==> config.mk <==
export PLATFORM = sky130hd
export DESIGN_NAME = uart_cmd_regfile
export DESIGN_NICKNAME = d
export VERILOG_FILES = /design/src/rtl/uart_cmd_regfile.sv
export SDC_FILE = /design/constraint.sdc
export NUM_CORES = 1
export LEC_CHECK = 0
export CAP_MARGIN = 20
export CORE_ASPECT_RATIO = 1.75
export CORE_MARGIN = 3
export CORE_UTILIZATION = 60
export CTS_CLUSTER_SIZE = 10
export DETAILED_ROUTE_END_ITERATION = 12
export PLACE_DENSITY = 0.82
export SETUP_SLACK_MARGIN = 0.02
export SYNTH_ARGS = -nofsm -noshare
export SYNTH_HDL_FRONTEND = slang
export SYNTH_SLANG_ARGS = --single-unit
==> constraint.sdc <==
create_clock -name i_Clk -period 9.95 [get_ports i_Clk]
set_input_delay 1.99 -clock i_Clk [delete_from_list [all_inputs] [get_ports i_Clk]]
set_output_delay 1.99 -clock i_Clk [all_outputs]
set_load 0.01 [all_outputs]
==> src/rtl/uart_cmd_regfile.sv <==
// Framed UART command parser that writes a bank of 8-bit control registers.
// Frames carry address, length, payload and an XOR checksum; they commit atomically or abort with a code.
module uart_cmd_regfile #(
  parameter int                    NUM_REGS     = 4,
  parameter int                    MAX_LEN      = 4,
  parameter logic [NUM_REGS*8-1:0] INIT_VALS    = {8'd0, 8'd0, 8'd100, 8'd0},
  parameter int                    TIMEOUT_CLKS = 5_000_000
) (
  input  logic                  i_Clk,
  input  logic                  i_Rst_n,
  input  logic                  i_RX_DV,
  input  logic [7:0]            i_RX_Byte,
  output logic [NUM_REGS*8-1:0] o_Regs,
  output logic                  o_Update,
  output logic [7:0]            o_Update_Addr,
  output logic                  o_Frame_Err,
  output logic [2:0]            o_Err_Code,
  output logic [15:0]           o_Frame_Cnt,
  output logic [3:0]            o_State
);

  localparam logic [7:0] CH_S = 8'h53;
  localparam logic [7:0] CH_T = 8'h54;
  localparam logic [7:0] CH_E = 8'h45;
  localparam logic [7:0] CH_N = 8'h4E;
  localparam logic [7:0] CH_D = 8'h44;

  typedef enum logic [3:0] {
    S_IDLE  = 4'd0,
    S_GOT_S = 4'd1,
    S_ADDR  = 4'd2,
    S_LEN   = 4'd3,
    S_DATA  = 4'd4,
    S_CHK   = 4'd5,
    S_END_E = 4'd6,
    S_END_N = 4'd7,
    S_END_D = 4'd8
  } state_t;

  state_t                state_q;
  logic [7:0]            addr_q;
  logic [7:0]            len_q;
  logic [7:0]            idx_q;
  logic [7:0]            chk_q;
  logic [MAX_LEN*8-1:0]  stage_q;
  logic [31:0]           tmo_q;
  logic [NUM_REGS*8-1:0] regs_q;
  logic                  update_q;
  logic                  err_q;
  logic [7:0]            upd_addr_q;
  logic [2:0]            code_q;
  logic [15:0]           cnt_q;

  logic [7:0] chk_d;
  logic       len_bad_s;
  logic       last_s;
  logic       tmo_hit_s;
  state_t     resync_s;

  assign chk_d     = chk_q ^ i_RX_Byte;
  assign len_bad_s = (i_RX_Byte == 8'd0) ||
                     ({24'd0, i_RX_Byte} > 32'(MAX_LEN)) ||
                     (({1'b0, addr_q} + {1'b0, i_RX_Byte}) > 9'(NUM_REGS));
  assign last_s    = (idx_q == (len_q - 8'd1));
  assign tmo_hit_s = (TIMEOUT_CLKS != 0) && (tmo_q == 32'(TIMEOUT_CLKS - 1));
  // An offending 'S' may itself open the next frame, so aborts resync on it.
  assign resync_s  = (i_RX_Byte == CH_S) ? S_GOT_S : S_IDLE;

  assign o_Regs        = regs_q;
  assign o_Update      = update_q;
  assign o_Update_Addr = upd_addr_q;
  assign o_Frame_Err   = err_q;
  assign o_Err_Code    = code_q;
  assign o_Frame_Cnt   = cnt_q;
  assign o_State       = state_q;

  // Frame parser, staging buffer, atomic commit and inter-byte timeout
  always_ff @(posedge i_Clk) begin
    if (!i_Rst_n) begin
      state_q    <= S_IDLE;
      addr_q     <= 8'd0;
      len_q      <= 8'd0;
      idx_q      <= 8'd0;
      chk_q      <= 8'd0;
      stage_q    <= '0;
      tmo_q      <= 32'd0;
      regs_q     <= INIT_VALS;
      update_q   <= 1'b0;
      err_q      <= 1'b0;
      upd_addr_q <= 8'd0;
      code_q     <= 3'd0;
      cnt_q      <= 16'd0;
    end else begin
      update_q <= 1'b0;
      err_q    <= 1'b0;
      if (i_RX_DV) begin
        tmo_q <= 32'd0;
        case (state_q)
          S_IDLE: begin
            if (i_RX_Byte == CH_S) state_q <= S_GOT_S;
            else                   state_q <= S_IDLE;
          end
          S_GOT_S: begin
            if (i_RX_Byte == CH_T)      state_q <= S_ADDR;
            else if (i_RX_Byte == CH_S) state_q <= S_GOT_S;
            else                        state_q <= S_IDLE;
          end
          S_ADDR: begin
            addr_q  <= i_RX_Byte;
            chk_q   <= i_RX_Byte;
            state_q <= S_LEN;
          end
          S_LEN: begin
            if (len_bad_s) begin
              err_q   <= 1'b1;
              code_q  <= 3'd1;
              stage_q <= '0;
              state_q <= resync_s;
            end else begin
              len_q   <= i_RX_Byte;
              chk_q   <= chk_d;
              idx_q   <= 8'd0;
              state_q <= S_DATA;
            end
          end
          S_DATA: begin
            for (int k = 0; k < MAX_LEN; k++) begin
              if (idx_q == 8'(k)) stage_q[k*8 +: 8] <= i_RX_Byte;
            end
            chk_q <= chk_d;
            if (last_s) state_q <= S_CHK;
            else        idx_q   <= idx_q + 8'd1;
          end
          S_CHK: begin
            if (i_RX_Byte != chk_q) begin
              err_q   <= 1'b1;
              code_q  <= 3'd2;
              stage_q <= '0;
              state_q <= resync_s;
            end else begin
              state_q <= S_END_E;
            end
          end
          S_END_E, S_END_N: begin
            if ((state_q == S_END_E) && (i_RX_Byte == CH_E)) begin
              state_q <= S_END_N;
            end else if ((state_q == S_END_N) && (i_RX_Byte == CH_N)) begin
              state_q <= S_END_D;
            end else begin
              err_q   <= 1'b1;
              code_q  <= 3'd3;
              stage_q <= '0;
              state_q <= resync_s;
            end
          end
          S_END_D: begin
            if (i_RX_Byte == CH_D) begin
              for (int r = 0; r < NUM_REGS; r++) begin
                for (int k = 0; k < MAX_LEN; k++) begin
                  if ((8'(k) < len_q) && (({1'b0, addr_q} + 9'(k)) == 9'(r)))
                    regs_q[r*8 +: 8] <= stage_q[k*8 +: 8];
                end
              end
              update_q   <= 1'b1;
              upd_addr_q <= addr_q;
              cnt_q      <= cnt_q + 16'd1;
              stage_q    <= '0;
              state_q    <= S_IDLE;
            end else begin
              err_q   <= 1'b1;
              code_q  <= 3'd3;
              stage_q <= '0;
              state_q <= resync_s;
            end
          end
          default: state_q <= S_IDLE;
        endcase
      end else if (state_q == S_IDLE) begin
        tmo_q <= 32'd0;
      end else if (tmo_hit_s) begin
        tmo_q   <= 32'd0;
        err_q   <= 1'b1;
        code_q  <= 3'd4;
        stage_q <= '0;
        state_q <= S_IDLE;
      end else begin
        tmo_q <= tmo_q + 32'd1;
      end
    end
  end

endmodule

# After elaboration in Yosys (flattened, before gate mapping)

Index checks and enable logic that the tools add are counted.

Flip-flop bits (word level): 161
Input port bits: 11

Order comparisons: 6
Multiplexer cells: 64
Reductions and logical operators: 52
Eq/ne operators: 46
$add $sub $neg: 8
Bitwise logic cells: 3

Operators by type and width:

| cell                  | count |
|---|---|
| $mux 32               | 7 |
| $mux 8                | 23 |
| $pmux 32 s5           | 1 |
| $eq 9x2->1 const B    | 6 |
| $eq 8x7->1 const B    | 5 |
| $reduce_and 8->1      | 5 |
| $logic_not 9->1       | 4 |
| $mux 4                | 9 |
| $add 32x1->32 const B | 1 |
| $eq 32x23->1 const B  | 1 |
| $eq 8x2->1 const B    | 4 |
| $pmux 4 s8            | 1 |
| $ne 3x3->1 const B    | 10 |
| $eq 9x1->1 const B    | 3 |
| $mux 3                | 8 |
| $pmux 8 s3            | 1 |
| $reduce_and 4->1      | 5 |
| $add 8x2->9 const B   | 2 |
| $logic_and 1x1->1     | 18 |
| $add 16x1->16 const B | 1 |
| $eq 4x3->1 const B    | 4 |
| $eq 8x1->1 const B    | 2 |
| $logic_not 8->1       | 2 |
| $lt 1x8->1 const A    | 2 |
| 31 further kinds      | 54 |

# Logic depth before layout (Yosys ltp)

Gate-level depths: netlist of run 1.

Word-level depth: 6
Mapped depth: 12
Mapped depth without buffers: 9

# Worst setup path before layout of run 1

No wires, ideal clock.

Kind: input -> register
Start point: in i_RX_Byte[0]
End point: reg idx_q[5]
Setup time: 0.072 ns
Data required time: 9.878 ns
Data arrival time: 4.660 ns
Stages: 10
Setup slack: 5.218 ns
Path buffers: 1
Cells stage by stage: ha_1 -> fa_1 -> a21oi_1 -> o22ai_1 -> mux2i_1 -> or3_1 -> or4_1 -> buf_2 -> a2111oi_4 -> mux2i_1

Word-level cells in the longest chain between the ends: 5
Elaborated cells on any way between the ends: 8

RTL lines:

| element                                               | line   | RTL |
|---|---|---|
| from (decl)                                           | 12     | `input logic [7:0] i_RX_Byte,` |
| $add 8x8->9, or another cell as far along             | 63     | `(({1'b0, addr_q} + {1'b0, i_RX_Byte}) > 9'(NUM_REGS));` |
| $gt 9x3->1 / $logic_or 1x1->1 (equally long branches) | 63, 61 |  |
| $logic_or 1x1->1 (*)                                  | 62     | `({24'd0, i_RX_Byte} > 32'(MAX_LEN)) \|\|` |
| $ne 2x2->1 (no source line) (*)                       | n/a    |  |
| $reduce_and 4->1 (no source line) (*)                 | n/a    |  |
| to (signal assigned)                                  | 132    | `else idx_q <= idx_q + 8'd1;` |
| to (decl)                                             | 43     | `logic [7:0] idx_q;` |

Every way passes the cells marked *; elsewhere a longest branch is shown, timed or not.
A chain may end at the register's enable or synchronous reset.

# Worst setup path after layout of run 1

Same ends and word-level chain as after synthesis.

==> impl_metrics.toml, run 1 <==
[run_status]
status = "finished, final reports clean"

[global_routing]
grt_pass1_wl_um = 39800
antenna_found_initial = 0
track_usage = 0.289
grt_overflow = 0
grt_pass1_vias = 8208
grt_max_degree = 56

[cells_and_area]
antenna_cells = 0
synthToLayoutAreaGrowth_pct = 14.5
instances_no_fill = 1320
regArea_um2 = 3220
nets = 1155
fill_cells = 1204
multiInputGateArea_um2 = 5550
final_cell_mix = "dfxtp_1, nand2_1, nor2_1, clkdlybuf4s50_1, mux2i_1"
layout-drive-gt1-share = 0.0704
final_common_cell = "dfxtp_1"

[yosys]
ys_types = 74
yosys.area.top_type = "dfxtp_1"
synth_ff_type = "dfxtp_1"
synth_area_um2 = 9130
synthCells = 1087
syn_nets = 1118
post-synth-top-area-fraction = 0.353
synth_edf_count = 0
synth.avg_cell_area_um2 = 8.40
async_reset_ff_frac = 0
synth_warnings = 0
ys_seq_area_frac = 0.353
synthTopCellsByArea = "dfxtp_1, mux2i_1, nand2_1, xor2_1, nor2_1"
ys_ff_latch = 161

[worst_setup_path]
worstPathCellList = "clkdlybuf4s50_1 -> ha_1 -> fa_1 -> a21oi_1 -> o22ai_1 -> mux2i_1 -> or3_1 -> or4_1 -> a2111oi_4 -> mux2i_1"
critPathKind = "in2reg"
worstReg2RegStart = "addr_q[0]$_SDFFE_PN0P_"
r2r_cells = 9
end_kind = "register"
path_common_cell = "mux2i_1"
max_stage_delay_ps = 940
cp_slowest_cell = "or4_1"
crit_fanout = 24
critPathArrivalTime_ps = 6000
start_kind = "input port"
critPathRequiredTime_ps = 10310
r2r-end = "idx_q[5]$_SDFFE_PN0P_"
rrSetupSlack_ps = 6030

[flow_run]
cap_violations = 0

[timing]
rsz0062_at_grt = "false"
finalCritPeriodShare = 0.566
timing.final.max_slew_violations = 0
setup_viol = 0
slew_headroom = 0.317
hold_viol = 0
period_needed_ps = 5630
tightest_slew_ps = 1020
fin_ws_ps = 4320
timing.fmax_mhz = 178
clock_skew_ps = 11.0
holdWs_ps = 454
finalSetupTns_ps = 0

[detailed_routing]
drt-wirelength-per-cell_um = 18.6
num_vias = 8610
drcViolationCount = 0
wl_um = 24600
firstDrtPassIters = 5
dr.first_iter.drc_count = 421
viasPerCell = 6.52
ant_nets = 0

[clocking]
htree_num_levels = 4
root_buffer = "clkbuf_16"
post_cts_resized = 0
clk-insertion-delay-late_ps = 430
clk_path_buf_depth = 2
clkSlewWorstSetupHoldPaths_ps = 70
cts_buffers = 17
cts_tree = "done"
cts_hold_buf = 0
post-cts-setup-buffers = 0
clock-sinks = 161

[power]
ir_drop_uv = 102
powerDensity_nw_per_um2 = 126
p_leak_uw = 0.00362
power.total_uw = 1320

[floorplan]
io_pins = 76
fp.coreArea_um2 = 14900
floorplan.initialDensity = 0.612
row_count = 59
die_w_um = 99.3
die_h_um = 169
dieArea_um2 = 16800

[placement]
gp_congestion = 0.949
dp_slack_ps = 3920
dp_cells = 1287
dpl.hpwl_um = 17500
port_buffers = 75

[hold_path]
hold_depth = 2
whs_endpoint = "o_Update_Addr[1]$_SDFFE_PN0P_"
hold_start = "o_Update_Addr[1]$_SDFFE_PN0P_"
hp-class = "reg2reg"
==> worst max-delay path: cells and delay by family <==
| kind | cells | cell delay, ps |
|---|---|---|
| AO/OA/AOI/OAI | 3 | 870 |
| adder cells (fa/ha/maj) | 2 | 740 |
| buffers and inverters | 1 | 620 |
| multiplexers | 2 | 380 |
| AND/OR/NAND/NOR | 2 | 1370 |
==> worst max-delay path by stage <==
stage / slack (ps) / startpoint / cells past startpoint / endpoint
2_1_floorplan: 5220 / i_RX_Byte[0] / 10 / idx_q[5]$_SDFFE_PN0P_
3_3_place_gp: 3980 / i_RX_Byte[0] / 10 / idx_q[5]$_SDFFE_PN0P_
3_5_place_dp: 3920 / i_RX_Byte[0] / 10 / idx_q[5]$_SDFFE_PN0P_
4_1_cts: 4350 / i_RX_Byte[0] / 10 / idx_q[5]$_SDFFE_PN0P_
5_1_grt: 4020 / i_RX_Byte[0] / 10 / idx_q[5]$_SDFFE_PN0P_
6_report: 4320 / i_RX_Byte[0] / 10 / idx_q[5]$_SDFFE_PN0P_
==> power by group <==
part	switching [µW]	internal, µW	total (µW)	leakage, µW
Sequential	0.0265	644	644	0.00130
Clock	288	349	637	0.000279
Combinational	27.5	12.1	39.6	0.00204
Total	316	1010	1320	0.00362
==> cell families (layout without fill, tap and decap cells) <==
| family | count (synthesis) | count (layout) | share of synthesized area |
|---|---|---|---|
| compound gates | 237 | 237 | 0.180 |
| xor+xnor | 61 | 61 | 0.0585 |
| fa+ha+maj | 20 | 20 | 0.0282 |
| buf+inv | 93 | 143 | 0.0407 |
| flops | 161 | 161 | 0.353 |
| mux | 89 | 89 | 0.0999 |
| simple gates | 426 | 426 | 0.240 |
==> cell type report <==
class                   count  area share
clock buffers              18      0.0410
clock inverters            14      0.0127
inverters                  31      0.0111
multi-input cells         833       0.530
flip-flops and latches    161       0.308
well taps                 183      0.0219
repair buffers             80      0.0749
==> state kept, by name, indices dropped and copies added, names as in the netlist, 3 cells and up <==
register       flops
o_Regs            32
stage_q           32
tmo_q             32
o_Frame_Cnt       16
addr_q             8
chk_q              8
idx_q              8
len_q              8
o_Update_Addr      8
o_State            4
o_Err_Code         3
==> cell usage after synthesis (all sizes together) (16+ instances only) <==
library cell  count
o2bb2ai          17
dfxtp           161
mux2             17
xnor2            16
inv              30
or3              19
a21oi            65
nand2           117
clkbuf           47
nor3             23
o21ai            42
nor2             95
and3             21
xor2             45
mux2i            72
o22ai            16
ha               19
nand3            51
nand4            27
==> stage by stage <==
stage	instance area, µm²	util
2_1_floorplan	9130	-
3_3_place_gp	9890	0.663
3_5_place_dp	9890	0.663
4_1_cts	10500	0.701
5_1_grt	10500	0.701
6_report	10500	0.701
==> per-layer routing <==
layer	GRT usage	share of wire
met1	0.327	0.38
met3	0.0411	0.052
met2	0.510	0.51
met5	0	0
met4	0.170	0.058
No activity file was read; power rests on OpenSTA's default activity.
==> run 2, diff against run 1 <==
--- a/config.mk
+++ b/config.mk
@@ -8,10 +8,10 @@
 export CAP_MARGIN = 20
 export CORE_ASPECT_RATIO = 1.75
 export CORE_MARGIN = 3
-export CORE_UTILIZATION = 60
+export CORE_UTILIZATION = 59
 export CTS_CLUSTER_SIZE = 10
 export DETAILED_ROUTE_END_ITERATION = 12
-export PLACE_DENSITY = 0.82
+export PLACE_DENSITY = 0.81
 export SETUP_SLACK_MARGIN = 0.02
 export SYNTH_ARGS = -nofsm -noshare
 export SYNTH_HDL_FRONTEND = slang
==> constraint.sdc (replaced) <==
create_clock -name i_Clk -period 5.74 [get_ports i_Clk]
set_input_delay 1.148 -clock i_Clk [delete_from_list [all_inputs] [get_ports i_Clk]]
set_output_delay 1.148 -clock i_Clk [all_outputs]
set_load 0.01 [all_outputs]
==> impl_metrics.toml, run 2 (same netlist as run 1, synthesis figures left out) <==
[run_status]
status = "finished, final reports clean"

[power]
powerDensity_nw_per_um2 = 221
p_leak_uw = 0.00366
ir_drop_uv = 213

[cells_and_area]
final_common_cell = "dfxtp_1"
design_area_um2 = 10600
final_cell_mix = "dfxtp_1, nand2_1, nor2_1, clkdlybuf4s50_1, mux2i_1"
nets = 1163
antenna_cells = 0
synthToLayoutAreaGrowth_pct = 15.5
layout-drive-gt1-share = 0.0777

[timing]
slew_headroom = 0.359
period_needed_ps = 4550
rsz0062_at_grt = "false"
hold_viol = 0
timing.final.max_slew_violations = 0
clock_skew_ps = 10.6
holdWs_ps = 453
tightest_slew_ps = 962
timing.fmax_mhz = 220
finalSetupTns_ps = 0
setup_viol = 0
finalCritPeriodShare = 0.792

[clocking]
clkSlewWorstSetupHoldPaths_ps = 70
post-cts-setup-buffers = 0
clk-insertion-delay-late_ps = 430
root_buffer = "clkbuf_16"
clock-sinks = 161
cts_tree = "done"
cts_buffers = 17
cts_hold_buf = 0
post_cts_resized = 0
htree_num_levels = 4
clk_path_buf_depth = 2

[detailed_routing]
dr_wl_met3_um = 1240
wirelength_met1_um = 9490
num_vias = 8501
wl_um = 24400
highest_layer = "met4"
viasPerCell = 6.40
dr.first_iter.drc_count = 517
wl_met2_um = 12600
firstDrtPassIters = 5
drt-wirelength-per-cell_um = 18.4
drcViolationCount = 0
ant_nets = 0

[placement]
port_buffers = 75
dpl.hpwl_um = 17600
gp_congestion = 0.925
placed_cell_area_um2 = 9950

[global_routing]
grt_pass1_vias = 8283
grt_max_degree = 52
grt_overflow = 0
grt_pass1_wl_um = 39800
antenna_found_initial = 0
track_usage = 0.288

[floorplan]
io_pins = 76
dieArea_um2 = 17100
die_w_um = 100
floorplan.initialDensity = 0.609
die_h_um = 171
row_count = 59
fp.coreArea_um2 = 15000

[worst_setup_path]
critPathRequiredTime_ps = 6100
end_kind = "register"
rrSetupSlack_ps = 1780
critPathArrivalTime_ps = 4910
worstReg2RegStart = "addr_q[2]$_SDFFE_PN0P_"
r2r-end = "o_Regs[10]$_SDFFE_PN1P_"
crit_fanout = 20
critPathKind = "in2reg"
start_kind = "input port"
r2r_cells = 10

[hold_path]
hold_start = "o_Update_Addr[3]$_SDFFE_PN0P_"
whs_endpoint = "o_Update_Addr[3]$_SDFFE_PN0P_"
hold_depth = 2
hp-class = "reg2reg"

[flow_run]
cap_violations = 0
## run 2: cell count changes in the layout (fill, tap and decap cells not counted), sizes merged
| cell | delta |
|---|---|
| buf | +10 |
| clkbuf | -3 |
| clkinv | -5 |
| clkinvlp | +1 |
| inv | +5 |
## run 2: through the flow
step | setup WS [ps] | std cells | power [µW] | util
floorplan | 1850 | 1087 | 1190 | -
global placement | 855 | 1295 | 1210 | 0.664
detailed placement | 820 | 1295 | 1210 | 0.664
CTS | 1240 | 1327 | 2340 | 0.703
global route | 967 | 1328 | 2390 | 0.704
finish | 1190 | 1328 | 2330 | 0.704
## run 2: report_power, final
| group | internal, µW | switching [µW] | total (µW) | leakage [µW] |
|---|---|---|---|---|
| clock network | 619 | 522 | 1140 | 0.000284 |
| registers | 1120 | 0.0490 | 1120 | 0.00130 |
| logic | 23.0 | 48.5 | 71.5 | 0.00208 |
| total | 1760 | 570 | 2330 | 0.00366 |
## run 2: worst max-delay path, stage by stage
cell and delay, ps:
clkdlybuf4s50_1 680, or4_4 650, a221oi_2 180, o211ai_1 150, or4_1 610, or4_1 850, a2111oi_4 420, mux2i_1 200
## run 2: how the worst max path moves through the flow
stage | startpoint | endpoint | depth (start not counted)
after floorplan | i_RX_Byte[0] | idx_q[5]$_SDFFE_PN0P_ | 10
after global placement | i_RX_Byte[3] | idx_q[5]$_SDFFE_PN0P_ | 8
after detailed placement | i_RX_Byte[3] | idx_q[5]$_SDFFE_PN0P_ | 8
after CTS | i_RX_Byte[3] | idx_q[5]$_SDFFE_PN0P_ | 8
after global routing | i_RX_Byte[3] | idx_q[5]$_SDFFE_PN0P_ | 8
final | i_RX_Byte[3] | idx_q[5]$_SDFFE_PN0P_ | 8
## run 2: routing by layer
layer	global-route usage	vias up
met1	0.326	4046
met5	0	-
met4	0.146	0
met3	0.0461	93
met2	0.515	307
li1	-	4055
## run 2: cell type report
| cell class | count | area (µm²) |
|---|---|---|
| fillers | 1221 | 4440 |
| repair buffers | 88 | 851 |
| flip-flops and latches | 161 | 3220 |
| clock inverters | 15 | 160 |
| inverters | 31 | 116 |
| clock buffers | 17 | 425 |
| multi-input cells | 833 | 5550 |
| well taps | 183 | 229 |
